`config.mk`:
```
export PLATFORM = sky130hd
export DESIGN_NAME = horse_race_lamp
export DESIGN_NICKNAME = d
export VERILOG_FILES = /design/src/rtl/horse_race_lamp_pkg.sv /design/src/rtl/lamp_step_div.sv /design/src/rtl/horse_race_lamp.sv
export SDC_FILE = /design/constraint.sdc
export NUM_CORES = 1
export LEC_CHECK = 0
export ABC_CLOCK_PERIOD_IN_PS = 2400
export CAP_MARGIN = 40
export CORE_MARGIN = 1
export CORE_UTILIZATION = 45
export CTS_CLUSTER_DIAMETER = 100
export DETAILED_ROUTE_END_ITERATION = 10
export SYNTH_ARGS = -nofsm -noshare
export SYNTH_HDL_FRONTEND = slang
export SYNTH_HIERARCHICAL = 1
export SYNTH_SLANG_ARGS = --single-unit
```
`constraint.sdc`:
```
create_clock -name clk -period 2.4 [get_ports clk]
set_input_delay 0.24 -clock clk [delete_from_list [all_inputs] [get_ports clk]]
set_output_delay 0.24 -clock clk [all_outputs]
set_load 0.005 [all_outputs]
```
`src/rtl/horse_race_lamp_pkg.sv`:
```
// Shared mode encodings, pattern lengths and frame lookup for the running-lamp generator.
// Used by horse_race_lamp and lamp_step_div.
package horse_race_lamp_pkg;

    typedef enum logic [1:0] {
        MODE_LEFT     = 2'b00,
        MODE_RIGHT    = 2'b01,
        MODE_PINGPONG = 2'b10,
        MODE_FLASH    = 2'b11
    } mode_e;

    localparam int STEP_W = 3;
    typedef logic [STEP_W-1:0] step_t;

    localparam int LEN_LEFT     = 8;
    localparam int LEN_RIGHT    = 8;
    localparam int LEN_PINGPONG = 6;
    localparam int LEN_FLASH    = 2;

    function automatic step_t pattern_last(input mode_e mode);
        step_t last;
        case (mode)
            MODE_LEFT:     last = step_t'(LEN_LEFT - 1);
            MODE_RIGHT:    last = step_t'(LEN_RIGHT - 1);
            MODE_PINGPONG: last = step_t'(LEN_PINGPONG - 1);
            default:       last = step_t'(LEN_FLASH - 1);
        endcase
        return last;
    endfunction

    // Steps wrap at the pattern's own length so short patterns never reach 8.
    function automatic step_t next_step(input mode_e mode, input step_t step);
        return (step == pattern_last(mode)) ? '0 : step + step_t'(1);
    endfunction

    function automatic logic [7:0] frame_lookup(input mode_e mode, input step_t step);
        logic [7:0] frame;
        frame = 8'h01;
        case (mode)
            MODE_LEFT:  frame = 8'h01 << step;
            MODE_RIGHT: frame = 8'h80 >> step;
            MODE_PINGPONG: begin
                case (step)
                    3'd0:    frame = 8'h81;
                    3'd1:    frame = 8'h42;
                    3'd2:    frame = 8'h24;
                    3'd3:    frame = 8'h18;
                    3'd4:    frame = 8'h24;
                    3'd5:    frame = 8'h42;
                    default: frame = 8'h81;
                endcase
            end
            default: frame = step[0] ? 8'hAA : 8'h55;
        endcase
        return frame;
    endfunction

endpackage

```
`src/rtl/lamp_step_div.sv`:
```
// Clock-enable divider: tick is high for one clock every DIV_CYCLES clocks.
// clear restarts the count so a fresh frame is held for a full period.
module lamp_step_div #(
    parameter int DIV_CYCLES = 1,
    parameter int DIV_W      = 32
) (
    input  logic clk,
    input  logic reset,
    input  logic clear,
    output logic tick
);
    import horse_race_lamp_pkg::*;

    localparam logic [DIV_W-1:0] LAST = DIV_W'(DIV_CYCLES - 1);

    logic [DIV_W-1:0] div_cnt;

    assign tick = (div_cnt == LAST);

    always_ff @(posedge clk) begin
        if (reset || clear) begin
            div_cnt <= '0;
        end else if (tick) begin
            div_cnt <= '0;
        end else begin
            div_cnt <= div_cnt + DIV_W'(1);
        end
    end

endmodule

```
`src/rtl/horse_race_lamp.sv`:
```
// 8-LED running-lamp pattern generator with four modes selected by S.
// Define HORSE_RACE_LAMP_ACTIVE_LOW_EN to drive Y active-low (0 = lit).
module horse_race_lamp #(
    parameter int DIV_CYCLES = 1,
    parameter int DIV_W      = 32
) (
    input  logic       clk,
    input  logic       reset,
    input  logic [1:0] S,
    output logic [7:0] Y
);
    import horse_race_lamp_pkg::*;

    mode_e      mode_q;
    step_t      step;
    logic       tick;
    logic       restart;
    logic [7:0] y_q;

    function automatic logic [7:0] drive_level(input logic [7:0] frame);
`ifdef HORSE_RACE_LAMP_ACTIVE_LOW_EN
        return ~frame;
`else
        return frame;
`endif
    endfunction

    assign restart = (mode_e'(S) != mode_q);

    lamp_step_div #(
        .DIV_CYCLES (DIV_CYCLES),
        .DIV_W      (DIV_W)
    ) u_div (
        .clk   (clk),
        .reset (reset),
        .clear (restart),
        .tick  (tick)
    );

    // A mode change shows frame 0 immediately and then continues from step 1.
    always_ff @(posedge clk) begin
        if (reset) begin
            mode_q <= MODE_LEFT;
            step   <= '0;
            y_q    <= drive_level(8'h00);
        end else if (restart) begin
            mode_q <= mode_e'(S);
            step   <= step_t'(1);
            y_q    <= drive_level(frame_lookup(mode_e'(S), '0));
        end else if (tick) begin
            step   <= next_step(mode_q, step);
            y_q    <= drive_level(frame_lookup(mode_q, step));
        end
    end

    assign Y = y_q;

endmodule

```
After elaboration in Yosys (flattened, before gate mapping)
Cells that the tools add are included.
{"block": "op_classes", "n_addsub": 2, "eq_ne": 11, "shifts": 2, "muxes": 13, "n_reduce_logical": 10}
{"cell": "one-hot mux 8 bit (3 select lines)", "count": 3}
{"cell": "adder 32 x 1 -> 32 bit, second input constant", "count": 1}
{"cell": "zero test 32 bit", "count": 1}
{"cell": "2-to-1 mux 8 bit", "count": 3}
{"cell": "2-to-1 mux 3 bit", "count": 4}
{"cell": "OR reduction 2 bit", "count": 5}
{"cell": "left shift 1 x 3 -> 8 bit, first input constant", "count": 1}
{"cell": "right shift 8 x 3 -> 8 bit, first input constant", "count": 1}
{"cell": "equality test 3 x 2 -> 1 bit, second input constant", "count": 2}
{"cell": "equality test 3 bit, second input constant", "count": 2}
{"cell": "one-hot mux 3 bit (2 select lines)", "count": 1}
{"cell": "equality test 2 x 1 -> 1 bit, second input constant", "count": 2}
{"cell": "equality test 2 bit, second input constant", "count": 2}
{"cell": "zero test 2 bit", "count": 2}
{"cell": "adder 3 x 1 -> 3 bit, second input constant", "count": 1}
{"cell": "equality test 3 x 1 -> 1 bit, second input constant", "count": 1}
{"cell": "equality test 3 bit", "count": 1}
{"cell": "2-to-1 mux 1 bit", "count": 2}
{"cell": "!= test 2 bit", "count": 1}
{"cell": "nonzero test 2 bit", "count": 1}
{"cell": "logical OR 1 bit", "count": 1}
{"block": "word_totals", "reg_bits": 45, "word_cells": 43}

Logic depth before layout (Yosys ltp)
{"block": "depth", "depth_word": 10, "depth_mapped": 9, "ltp_nobuf": 8}

Cells and area by module
The synthesis kept the hierarchy.
{"mod": "lamp_step_div", "n_inst": 1, "cells_each": 197, "area_per_inst_um2": 1680.4, "seq_area_each_um2": 640.6}
{"mod": "horse_race_lamp", "n_inst": 1, "cells_each": 111, "area_per_inst_um2": 918.4, "seq_area_each_um2": 260.2}

Worst setup path before layout
No wires, ideal clock.
{"block": "synth_timing", "kind": "reg-to-reg", "from": "register u_div.div_cnt[0]", "to": "register y_q[4], in the netlist Y[4]", "setup_time_ps": 91, "arrival_ps": 1797, "required_time_ps": 2309, "setup_slack_ps": 512, "stages_incl_launch_ff": 9, "n_path_buf": 1, "period_less_slack_ps": 1888, "cell_sequence": "dfxtp_1 > inv_1 > ha_1 > nor4b_1 > nand4_1 > nor2_1 > clkbuf_1 > o311ai_0 > a311oi_1"}
{"block": "synth_via", "elab_chain_len": 2}
{"item": "start: declaration", "line": "lamp_step_div.sv:16", "rtl": "logic [DIV_W-1:0] div_cnt;"}
{"item": "start signal: assignment", "line": "lamp_step_div.sv:26", "rtl": "div_cnt <= div_cnt + DIV_W'(1);"}
{"item": "zero test 32 bit", "line": "lamp_step_div.sv:18", "rtl": "assign tick = (div_cnt == LAST);"}
{"item": "via tick", "line": "horse_race_lamp.sv:16", "rtl": "logic tick;"}
{"item": "nonzero test 2 bit (no line)"}
{"item": "end signal: assignment", "line": "horse_race_lamp.sv:45", "rtl": "y_q <= drive_level(8'h00);"}
{"item": "end signal: assignment", "line": "horse_race_lamp.sv:49", "rtl": "y_q <= drive_level(frame_lookup(mode_e'(S), '0));"}
{"item": "end signal: assignment", "line": "horse_race_lamp.sv:52", "rtl": "y_q <= drive_level(frame_lookup(mode_q, step));"}
{"item": "end: declaration", "line": "horse_race_lamp.sv:18", "rtl": "logic [7:0] y_q;"}
The timed path passes the listed nets, and every way through them passes these cells.
A chain may end at the register's enable or synchronous reset.

Final worst setup path
{"block": "layout_timing", "from": "register u_div.div_cnt[3]", "to": "register u_div.div_cnt[31]"}
{"block": "layout_via", "elab_chain_len": 2}
{"item": "parallel branches: the longest is 2 deep, another holds adder 32 x 1 -> 32 bit"}
Several ways; the timed one is not identified.

==> flow_summary.yaml <==
layout:
  utilization_pct: 51.2
  sequential_cell_area_um2: 901
  area_delta_synth_final_pct: 9.24
  final_nets: 330
  fillers: 546
  layout-drive-gt1-share_pct: 9.78
  n_antenna_cell: 0
  multiInputGateArea_um2: 1530
  final_cell_count_no_fill: 389
die:
  start_util_pct: 46.9
  die_w_um: 78.0
  io_pins: 12
  die_h_um: 78.0
  die_area_um2: 6080
  core_um2: 5540
  rows: 27
place:
  place_ws_ns: 0.306
  dp_cells: 381
  dpl.hpwl_um: 4070
  port-buffer-count: 11
  gp_congestion: 0.782
synthesis:
  synthTopCellsByCount: "dfxtp_1 (45), nor2_1 (26), a21oi_1 (23), nand2_1 (18), inv_1 (16)"
  synthTopCellsByArea: "dfxtp_1 (35%), ha_1 (4.8%), xnor2_1 (4.7%), a21oi_1 (4.4%), or4_1 (4.0%)"
  synth_flop_cell: "dfxtp_1"
  yosys_register_bits: 45
  async_flop_share_pct: 0
  synth.most_common_cell: "dfxtp_1"
  synth_warnings: 6
  synth_nets: 322
  syn_area_um2: 2600
  synth_edf_count: 0
  synth_top_area_cell: "dfxtp_1"
  ys_seq_area_share_pct: 34.7
  synth_area_per_cell_um2: 8.44
  yosysUniqueCellTypes: 58
  netlist.area_leader.share_pct: 34.7
  syn_inst: 308
global_route:
  antenna_found_initial: 0
  grt_first_pass_wirelength_um: 9940
  grt_max_degree: 33
  grt_usage_pct: 20.7
  grt-ovfl-total: 0
  first_global_vias: 2054
sta:
  finalHoldViolations: 0
  rsz0062_at_grt: "no"
  fin_crit_ns: 2.11
  setup_tns_ns: 0
  setup_violations: 0
  finalWorstSetupSlack_ns: 0.291
  worstMarginPinSlew_ns: 0.686
  clock_skew_ns: 0.0163
  min_period_over_period_pct: 87.9
  report.final.slew_viol_count: 0
  relSlewSlack_pct: 54.2
  holdWs_ns: 0.476
  max_freq_mhz: 474
clock_network:
  cts_root_buf: "clkbuf_8"
  clkLatencyLatePin_ns: 0.31
  cts_buffers: 5
  cts_setup_buffers: 0
  cts_resized: 0
  cts_tree: "built"
  cts_sinks: 45
  cts.clk_slew.worst_paths_ns: 0.10
  ctsHoldBuffers: 0
  htree_levels: 2
  clock_path_buffers: 2
min_path:
  min-delay-path-class: "reg -> reg"
  hold_end: "Y[5]$_SDFFE_PP0P_"
  hold_path_depth: 1
  hold_start: "Y[5]$_SDFFE_PP0P_"
critical_path:
  start_kind: "flip-flop"
  arrival_ns: 2.35
  r2r_start: "u_div/div_cnt[3]$_SDFF_PP0_"
  path_cells: "nand4_2 -> or4_4 -> or4_1 -> a21oi_1"
  worstSetupEndpointType: "flip-flop"
  r2r_slack_ns: 0.29
  cpMaxStageDelayCell: "or4_4"
  r2r_end: "u_div/div_cnt[31]$_SDFF_PP0_"
  r2r_cells: 4
  worst-path-max-fanout: 11
  max_stage_delay_ns: 0.64
  path_class: "reg -> reg"
  crit_required_ns: 2.64
power_and_ir_drop:
  ir_drop_mv: 0.270
  leakagePower_uw: 0.000856
  powerDensity_nw_per_um2: 488
job:
  maxCapViolations: 0
routing:
  dr.pass1.iters: 5
  vias: 2263
  wirelength_um: 5870
  drt_first_iter_violations: 143
  drtAntennaViolNets: 0
  wl_per_cell_um: 15.1
  drt-vias-per-instance: 5.82
  drc: 0
run_status:
  outcome: "finished clean"
[power breakdown]
| part | switching, µW | internal [µW] |
|---|---|---|
| clock network | 273 | 234 |
| logic | 49.9 | 54.9 |
| registers | 16.6 | 758 |
| total | 340 | 1050 |
[kinds of logic after synthesis]
logic type,after synthesis,synth area share (%)
adders and majority gates,10,4.81
DFF,45,34.7
xor gates and xnor gates,16,5.39
buffers and inverters,33,6.64
and+or+nand+nor,138,31.2
AOI/OAI and AO/OA,64,16.3
muxes,2,1.01
[layout make-up]
class | count | area share (%)
multi-input combinational | 230 | 53.9
timing repair buffer | 18 | 5.73
clock buffer | 6 | 2.91
sequential | 45 | 31.7
inverter | 16 | 2.12
tap | 72 | 3.17
clock inverter | 2 | 0.485
[per-layer routing]
layer,vias up,track usage (%),routed length (µm),part of all wire (%)
met5,-,0,0,0
met4,0,6.11,54,0.92
met3,4,4.00,240,4.1
met2,48,29.8,2370,40
met1,1054,30.9,3200,55
li1,1157,-,-,-
[worst max path at each step]
stage	start	endpoint	cells past startpoint
finish	u_div/div_cnt[3]$_SDFF_PP0_	u_div/div_cnt[31]$_SDFF_PP0_	4
global route	u_div/div_cnt[3]$_SDFF_PP0_	u_div/div_cnt[31]$_SDFF_PP0_	4
CTS	u_div/div_cnt[3]$_SDFF_PP0_	u_div/div_cnt[31]$_SDFF_PP0_	4
detailed placement	u_div/div_cnt[3]$_SDFF_PP0_	u_div/div_cnt[31]$_SDFF_PP0_	4
global placement	u_div/div_cnt[3]$_SDFF_PP0_	u_div/div_cnt[31]$_SDFF_PP0_	4
floorplan	u_div/div_cnt[0]$_SDFF_PP0_	Y[4]$_SDFFE_PP0P_	8
[placed cells by master (no fill, tap or decap), types with 12 or more instances in the layout]
master	n
dfxtp_1	45
nor2_1	26
a21oi_1	23
nand2_1	18
inv_1	16
xnor2_1	14
nand3_1	14
or4_1	14
o31ai_1	12
[critical path: cells and delay by family (launching register included)]
kind             cells  cell delay (ns)
AO/OA/AOI/OAI        1             0.15
flip-flops           1             0.45
AND/OR/NAND/NOR      3             1.46
[flip-flops by register name (all words and copies together), names as in the netlist]
signal and count:
mode_q 2, Y 8, step 3, u_div/div_cnt 32
[through the flow]
| step | total power [µW] | instance area (µm²) |
|---|---|---|
| after CTS | 1400 | 2840 |
| final | 1390 | 2840 |
| after global placement | 895 | 2740 |
| after floorplan | 858 | 2600 |
| after global routing | 1440 | 2840 |
| after detailed placement | 896 | 2740 |
(Power assumes the default switching activity.)
